<file path="src/rtl/instr_fetch_unit_pkg.sv">
// Shared types and constants for the instruction fetch unit.
package instr_fetch_unit_pkg;

   typedef enum logic [1:0] {
      IDLE = 2'd0,
      REQ  = 2'd1,
      WAIT = 2'd2,
      DROP = 2'd3
   } fetch_state_t;

   localparam logic INSTR_LEN_SHORT = 1'b1;
   localparam logic INSTR_LEN_LONG  = 1'b0;

   // A halfword whose two low bits are not both set starts a 16-bit instruction.
   function automatic logic hw_length(input logic [15:0] hw);
      return (hw[1:0] != 2'b11) ? INSTR_LEN_SHORT : INSTR_LEN_LONG;
   endfunction

endpackage

</file>
<file path="src/rtl/instr_fetch_unit_halfword_queue.sv">
// Circular halfword queue: push 1 or 2, pop 1 or 2, flush, occupancy count.
module halfword_queue #(
   parameter  int unsigned DEPTH = 4,
   localparam int unsigned AW    = $clog2(DEPTH),
   localparam int unsigned CW    = AW + 1
) (
   input  logic          clk,
   input  logic          async_rst_n,
   input  logic          i_flush,
   input  logic          i_push,
   input  logic          i_push_two,
   input  logic [15:0]   i_push_hw0,
   input  logic [15:0]   i_push_hw1,
   input  logic          i_pop,
   input  logic          i_pop_two,
   output logic [15:0]   o_head_hw0,
   output logic [15:0]   o_head_hw1,
   output logic [CW-1:0] o_count
);

   logic [15:0]   r_mem [DEPTH];
   logic [AW-1:0] r_rd_ptr;
   logic [AW-1:0] r_wr_ptr;
   logic [CW-1:0] r_count;
   logic [AW-1:0] w_wr_ptr1;
   logic [AW-1:0] w_rd_ptr1;
   logic [CW-1:0] w_push_n;
   logic [CW-1:0] w_pop_n;

   assign w_wr_ptr1 = r_wr_ptr + AW'(1);
   assign w_rd_ptr1 = r_rd_ptr + AW'(1);
   assign w_push_n  = !i_push ? '0 : (i_push_two ? CW'(2) : CW'(1));
   assign w_pop_n   = !i_pop  ? '0 : (i_pop_two  ? CW'(2) : CW'(1));

   assign o_head_hw0 = r_mem[r_rd_ptr];
   assign o_head_hw1 = r_mem[w_rd_ptr1];
   assign o_count    = r_count;

   // Storage array; contents are only meaningful below the count, so no reset.
   always_ff @(posedge clk) begin
      if (i_push && !i_flush) begin
         r_mem[r_wr_ptr] <= i_push_hw0;
         if (i_push_two) begin
            r_mem[w_wr_ptr1] <= i_push_hw1;
         end
      end
   end

   // Pointer and occupancy update; flush wins over push and pop.
   always_ff @(posedge clk or negedge async_rst_n) begin
      if (!async_rst_n) begin
         r_rd_ptr <= '0;
         r_wr_ptr <= '0;
         r_count  <= '0;
      end else if (i_flush) begin
         r_rd_ptr <= '0;
         r_wr_ptr <= '0;
         r_count  <= '0;
      end else begin
         r_wr_ptr <= r_wr_ptr + AW'(w_push_n);
         r_rd_ptr <= r_rd_ptr + AW'(w_pop_n);
         r_count  <= r_count + w_push_n - w_pop_n;
      end
   end

endmodule

</file>
<file path="src/rtl/instr_fetch_unit.sv">
// Instruction fetch unit: word fetch FSM feeding a halfword queue with
// 16/32-bit length decode at the queue head.
module instr_fetch_unit
   import instr_fetch_unit_pkg::*;
#(
   parameter int unsigned INSTR_ADDR_WIDTH = 32,
   parameter int unsigned QUEUE_DEPTH      = 4
) (
   input  logic                        clk,
   input  logic                        async_rst_n,
   input  logic                        clk_en,
   input  logic                        redirect,
   input  logic [INSTR_ADDR_WIDTH-1:0] redirect_addr,
   output logic                        stall,
   output logic                        mem_req_valid,
   output logic [INSTR_ADDR_WIDTH-1:0] mem_req_addr,
   input  logic                        mem_req_ready,
   input  logic                        mem_rsp_valid,
   input  logic [31:0]                 mem_rsp_data,
   output logic                        instr_valid,
   input  logic                        instr_ready,
   output logic [31:0]                 instr_data,
   output logic                        instr_is_short,
   output logic [INSTR_ADDR_WIDTH-1:0] instr_addr
);

   localparam int unsigned W  = INSTR_ADDR_WIDTH;
   localparam int unsigned CW = $clog2(QUEUE_DEPTH) + 1;

   fetch_state_t  r_state;
   logic [W-1:0]  r_fetch_ptr;
   logic [W-1:0]  r_head_addr;
   logic          r_req_valid;

   logic [15:0]   w_hw0;
   logic [15:0]   w_hw1;
   logic [CW-1:0] w_count;
   logic          w_head_short;
   logic          w_complete;
   logic          w_room;
   logic          w_flush;
   logic          w_push;
   logic          w_push_two;
   logic          w_pop;
   logic          w_pop_two;
   logic [15:0]   w_push_hw0;
   logic [W-1:0]  w_redirect_ptr;
   logic [W-1:0]  w_fetch_step;
   logic [W-1:0]  w_head_step;

   assign w_head_short   = (hw_length(w_hw0) == INSTR_LEN_SHORT);
   assign w_complete     = (w_count >= CW'(2)) || ((w_count == CW'(1)) && w_head_short);
   assign w_room         = (w_count <= CW'(QUEUE_DEPTH - 2));
   assign w_redirect_ptr = redirect_addr & ~W'(1);
   assign w_fetch_step   = r_fetch_ptr[1] ? W'(2) : W'(4);
   assign w_head_step    = w_pop_two ? W'(4) : W'(2);

   assign w_flush    = clk_en && redirect;
   assign w_push     = clk_en && !redirect && (r_state == WAIT) && mem_rsp_valid;
   assign w_push_two = !r_fetch_ptr[1];
   assign w_push_hw0 = r_fetch_ptr[1] ? mem_rsp_data[31:16] : mem_rsp_data[15:0];
   assign w_pop      = clk_en && !redirect && w_complete && instr_ready;
   assign w_pop_two  = !w_head_short;

   halfword_queue #(
      .DEPTH (QUEUE_DEPTH)
   ) u_queue (
      .clk         (clk),
      .async_rst_n (async_rst_n),
      .i_flush     (w_flush),
      .i_push      (w_push),
      .i_push_two  (w_push_two),
      .i_push_hw0  (w_push_hw0),
      .i_push_hw1  (mem_rsp_data[31:16]),
      .i_pop       (w_pop),
      .i_pop_two   (w_pop_two),
      .o_head_hw0  (w_hw0),
      .o_head_hw1  (w_hw1),
      .o_count     (w_count)
   );

   assign instr_valid    = w_complete;
   assign instr_is_short = w_complete && w_head_short;
   assign instr_data     = !w_complete ? '0 :
                           (w_head_short ? {16'h0000, w_hw0} : {w_hw1, w_hw0});
   assign instr_addr     = r_head_addr;
   assign stall          = !w_complete || !instr_ready;
   assign mem_req_valid  = r_req_valid && clk_en;
   assign mem_req_addr   = {r_fetch_ptr[W-1:2], 2'b00};

   // Fetch FSM with fetch pointer, head address and registered request valid.
   always_ff @(posedge clk or negedge async_rst_n) begin
      if (!async_rst_n) begin
         r_state     <= IDLE;
         r_fetch_ptr <= '0;
         r_head_addr <= '0;
         r_req_valid <= 1'b0;
      end else if (clk_en) begin
         if (redirect) begin
            r_fetch_ptr <= w_redirect_ptr;
            r_head_addr <= w_redirect_ptr;
            r_req_valid <= 1'b0;
            case (r_state)
               REQ:     r_state <= mem_req_ready ? DROP : IDLE;
               // A response landing with the redirect is the stale one: drop it here.
               WAIT:    r_state <= mem_rsp_valid ? IDLE : DROP;
               DROP:    r_state <= mem_rsp_valid ? IDLE : DROP;
               default: r_state <= IDLE;
            endcase
         end else begin
            if (w_pop) begin
               r_head_addr <= r_head_addr + w_head_step;
            end
            case (r_state)
               IDLE: begin
                  if (w_room) begin
                     r_state     <= REQ;
                     r_req_valid <= 1'b1;
                  end
               end
               REQ: begin
                  if (mem_req_ready) begin
                     r_state     <= WAIT;
                     r_req_valid <= 1'b0;
                  end
               end
               WAIT: begin
                  if (mem_rsp_valid) begin
                     r_state     <= IDLE;
                     r_fetch_ptr <= r_fetch_ptr + w_fetch_step;
                  end
               end
               DROP: begin
                  if (mem_rsp_valid) begin
                     r_state <= IDLE;
                  end
               end
               default: r_state <= IDLE;
            endcase
         end
      end
   end

endmodule
</file>
<file path="config.mk">
export PLATFORM = sky130hd
export DESIGN_NAME = instr_fetch_unit
export DESIGN_NICKNAME = d
export VERILOG_FILES = /design/src/rtl/instr_fetch_unit_pkg.sv /design/src/rtl/instr_fetch_unit_halfword_queue.sv /design/src/rtl/instr_fetch_unit.sv
export SDC_FILE = /design/constraint.sdc
export NUM_CORES = 1
export LEC_CHECK = 0
export CAP_MARGIN = 20
export CORE_AREA = 2 2 134 136
export CTS_BUF_LIST = sky130_fd_sc_hd__clkbuf_8 sky130_fd_sc_hd__clkbuf_16
export CTS_CLUSTER_DIAMETER = 150
export CTS_CLUSTER_SIZE = 24
export DETAILED_ROUTE_END_ITERATION = 12
export DIE_AREA = 0 0 136 138
export HOLD_SLACK_MARGIN = 0.08
export PLACE_DENSITY_LB_ADDON = 0.25
export SLEW_MARGIN = 20
export SYNTH_ARGS = -nofsm -noshare
export SYNTH_HDL_FRONTEND = slang
export SYNTH_HIERARCHICAL = 1
export SYNTH_SLANG_ARGS = --single-unit
</file>
<file path="constraint.sdc">
create_clock -name clk -period 5.15 [get_ports clk]
set_clock_uncertainty 0.2 [all_clocks]
set_input_delay 1.03 -clock clk [delete_from_list [all_inputs] [get_ports clk]]
set_output_delay 1.03 -clock clk [all_outputs]
set_load 0.01 [all_outputs]
</file>
==> impl_results.md <==
* Status: complete, no violations
* Via count at 7,593
* Worst flop-to-flop path startpoint: u_queue/r_rd_ptr[0]$_DFF_PN0_
* Avg WL per Cell at 21.4 um
* P&R area growth vs syn at 23.2%
* Ys async rst share at 52.9%
* Post-Place Cells at 1,165
* XOR/XNOR share of the synthesized area at 0.763%
* CP bufs+invs at 2
* Synth cell types at 79
* # DRC at 0
* Total power at 4.41 mW
* Register area share after synthesis at 40.6%
* Worst-path clk slew at 60 ps
* Static leakage at 4.26 nW
* EDFF count, synth at 64
* Initial antenna violation count at 0
* TNS Setup at 0 ps
* Startpoint class of the critical path: flip-flop
* Post-CTS Setup Bufs at 0
* Layout cells sized above 1 at 20.2%
* IO Port Bufs at 166
* Die area at 18,800 um^2
* Clk root buf: clkbuf_16
* Placement Cell Area at 10,700 um^2
* Worst hold slack at 369 ps
* Req. time, crit path at 3920 ps
* R2R depth at 11
* Crit-path max FO at 18
* Yosys reg bits at 136
* Met3 Use GR at 5.43%
* DR pass1 iterations at 5
* Ys flop type: dfrtp_1
* Worst setup path class: reg2out
* Combinational family with the most area after synthesis: multiplexers
* Achievable Freq at 242 MHz
* Power Density at 389 nW/um^2
* Final nets at 1,036
* Final Hold Fails at 0
* Pre-CTS setup slack at 1040 ps
* N_diodes at 0
* Num rows at 49
* YS warnings at 6
* Delay-heaviest family, CP: buffers and inverters
* Simple-gate share of the synthesized area at 17.6%
* Post-route ant nets at 0
* CTS Hold Bufs at 0
* Bufs on Longest Clock Path at 2
* Average cell area after synthesis at 10.9 um^2
* WP data arrival at 2900 ps
* Post-Synth Adder-Cell Area at 1.53%
* Final WS setup at 1020 ps
* VDD IR-drop max at 0.000289 V
* Gr busiest metal: met2
* CP max stage cell: mux4_2
* Synthesized area at 9180 um^2
* Origin of the worst setup path: u_queue/r_rd_ptr[0]$_DFF_PN0_
* Hold Crit Class: reg2reg
* Final core utilization at 64.5%
* IO Pins at 171
* Die height at 138 um
* GPL Wtd Cong at 0.888
* Initial core utilization at 52.4%
* Global-route wire length before repair at 39.8 mm
* Worst-Skew Late Latency at 420 ps
* Worst slew pin tran at 1080 ps
* Final Non-Filler Cells at 1,197
* CTS tree: built
* CP endpoint kind: output pin
* Max cap viols at 0
* Met1 usage at 35.1%
* Max_slew headroom at 27.5%
* CTS Buf Count at 17
* H-tree depth at 4
* Reg2Reg Setup Slack at 1320 ps
* RSZ-0062 raised after global routing: false
* Synth Area in Compound Gates at 11.8%
* Slew Viols, Final at 0
* Worst path max stage delay at 630 ps
* Clk sinks at 136
* Path length in cells of the critical path at 6
* Die width at 136 um
* Detailed Place HPWL at 17.3 mm
* Vias in the first global route at 7,389
* Final period util at 80.2%
* FF-to-FF End: u_queue/o_count[2]$_DFF_PN0_
* Finished Cell Area at 11,300 um^2
* Total track usage at 27.5%
* Largest net degree at the start of global routing at 73
* DR iter-0 viols at 612
* Multiplexer share of the synthesized area at 21.2%
* Avg Vias per Cell at 6.34
* M2 GR Usage at 44.5%
* CP Capture Point: instr_data[7]
* Core area at 17,500 um^2
* Setup-failing EPs final at 0
* Cell count after synthesis at 844
* Routed wire length at 25.6 mm
* Total global routing overflow at 0
* Min Tclk post-route at 4130 ps
* Resize count post-CTS at 0
* CP cell instances: mux4_2 -> a21boi_1 -> nor2_1 -> buf_4 -> nor2b_1 -> clkdlybuf4s50_1
[synthesized netlist by cell type (24+ instances only)]
| cell | instances | area share, % |
|---|---|---|
| edfxtp_1 | 64 | 21 |
| mux2i_1 | 26 | 2.8 |
| mux4_2 | 32 | 7.8 |
| o22ai_1 | 24 | 1.6 |
| a21oi_1 | 29 | 1.6 |
| o21ai_0 | 24 | 1.3 |
| buf_4 | 35 | 2.9 |
| dfrtp_1 | 72 | 20 |
| nand2_1 | 60 | 2.5 |
| nor2b_1 | 24 | 1.6 |
| and3_1 | 26 | 1.8 |
| nor2_1 | 52 | 2.1 |
| mux2_2 | 83 | 10 |
[cell families (layout without fill, tap and decap cells)]
group | after synthesis | in the layout
AND/OR/NAND/NOR | 278 | 278
AO/OA/AOI/OAI | 159 | 159
multiplexers | 143 | 143
flip-flops | 136 | 136
buffers and inverters | 109 | 231
adder cells (fa/ha/maj) | 10 | 10
XOR/XNOR | 8 | 8
other | 1 | 3
[worst register-to-register path: stages, from the launching register on]
cell and delay [ps]:
dfrtp_2 440, mux4_2 630, a21bo_2 290, a21oi_2 300, inv_2 180, nor2_1 250
nand2_1 150, fa_1 540, inv_1 60, fa_1 420, xnor2_1 190, nor2_1 50
[state kept, by name, indices dropped and copies added (netlist names)]
name,count
r_state,2
instr_addr,31
u_queue/r_rd_ptr,2
r_req_valid,1
u_queue/r_wr_ptr,2
r_fetch_ptr,31
u_queue/o_count,3
u_queue/r_mem,64
[power by group]
| group | internal [mW] | leakage, nW | switching, mW | total [mW] |
|---|---|---|---|---|
| combinational | 0.846 | 2.55 | 0.808 | 1.65 |
| sequential | 1.28 | 1.42 | 0.214 | 1.50 |
| clock | 0.763 | 0.293 | 0.492 | 1.25 |
[metal layers]
layer	vias up	wire length (um)	share of wire (%)
li1	3427	-	-
met1	3725	9860	39
met2	382	12500	49
met3	59	2070	8.1
met4	0	1110	4.3
met5	-	0	0
[worst min path at each step]
stage / from / to / slack (ps) / cells after the start
2_1_floorplan: r_fetch_ptr[2]$_DFFE_PN0P_ / r_fetch_ptr[2]$_DFFE_PN0P_ / 310 / 2
3_3_place_gp: instr_addr[1]$_DFFE_PN0P_ / instr_addr[1]$_DFFE_PN0P_ / 340 / 2
3_5_place_dp: instr_addr[1]$_DFFE_PN0P_ / instr_addr[1]$_DFFE_PN0P_ / 360 / 2
4_1_cts: instr_addr[1]$_DFFE_PN0P_ / instr_addr[1]$_DFFE_PN0P_ / 370 / 2
5_1_grt: instr_addr[30]$_DFFE_PN0P_ / instr_addr[30]$_DFFE_PN0P_ / 400 / 2
6_report: instr_addr[1]$_DFFE_PN0P_ / instr_addr[1]$_DFFE_PN0P_ / 370 / 2
[area by class of cell]
class | count | area [um^2]
inverters | 20 | 75.1
fillers | 1377 | 6220
well taps | 229 | 287
flip-flops and latches | 136 | 3720
clock inverters | 15 | 175
repair buffers | 179 | 1760
clock buffers | 17 | 425
multi-input cells | 601 | 4870
[layout by cell type, fill, tap and decap left out, types with 7 or more instances in the layout]
cell type	instances
clkdlybuf4s50_1	165
ha_1	8
dfrtp_1	71
o211ai_1	7
buf_4	14
a31oi_1	7
a21oi_1	29
mux4_2	32
a22oi_1	15
nand4_1	17
o21ai_0	24
o22ai_1	24
and4_1	9
mux2i_1	26
nand3_1	23
nor4_1	8
nand2_1	60
nor2_1	52
mux2_2	83
clkbuf_16	17
nor2b_1	24
and3_1	26
nor3_1	15
inv_1	20
edfxtp_1	64
Note: power is estimated with default switching activity, not from simulation.
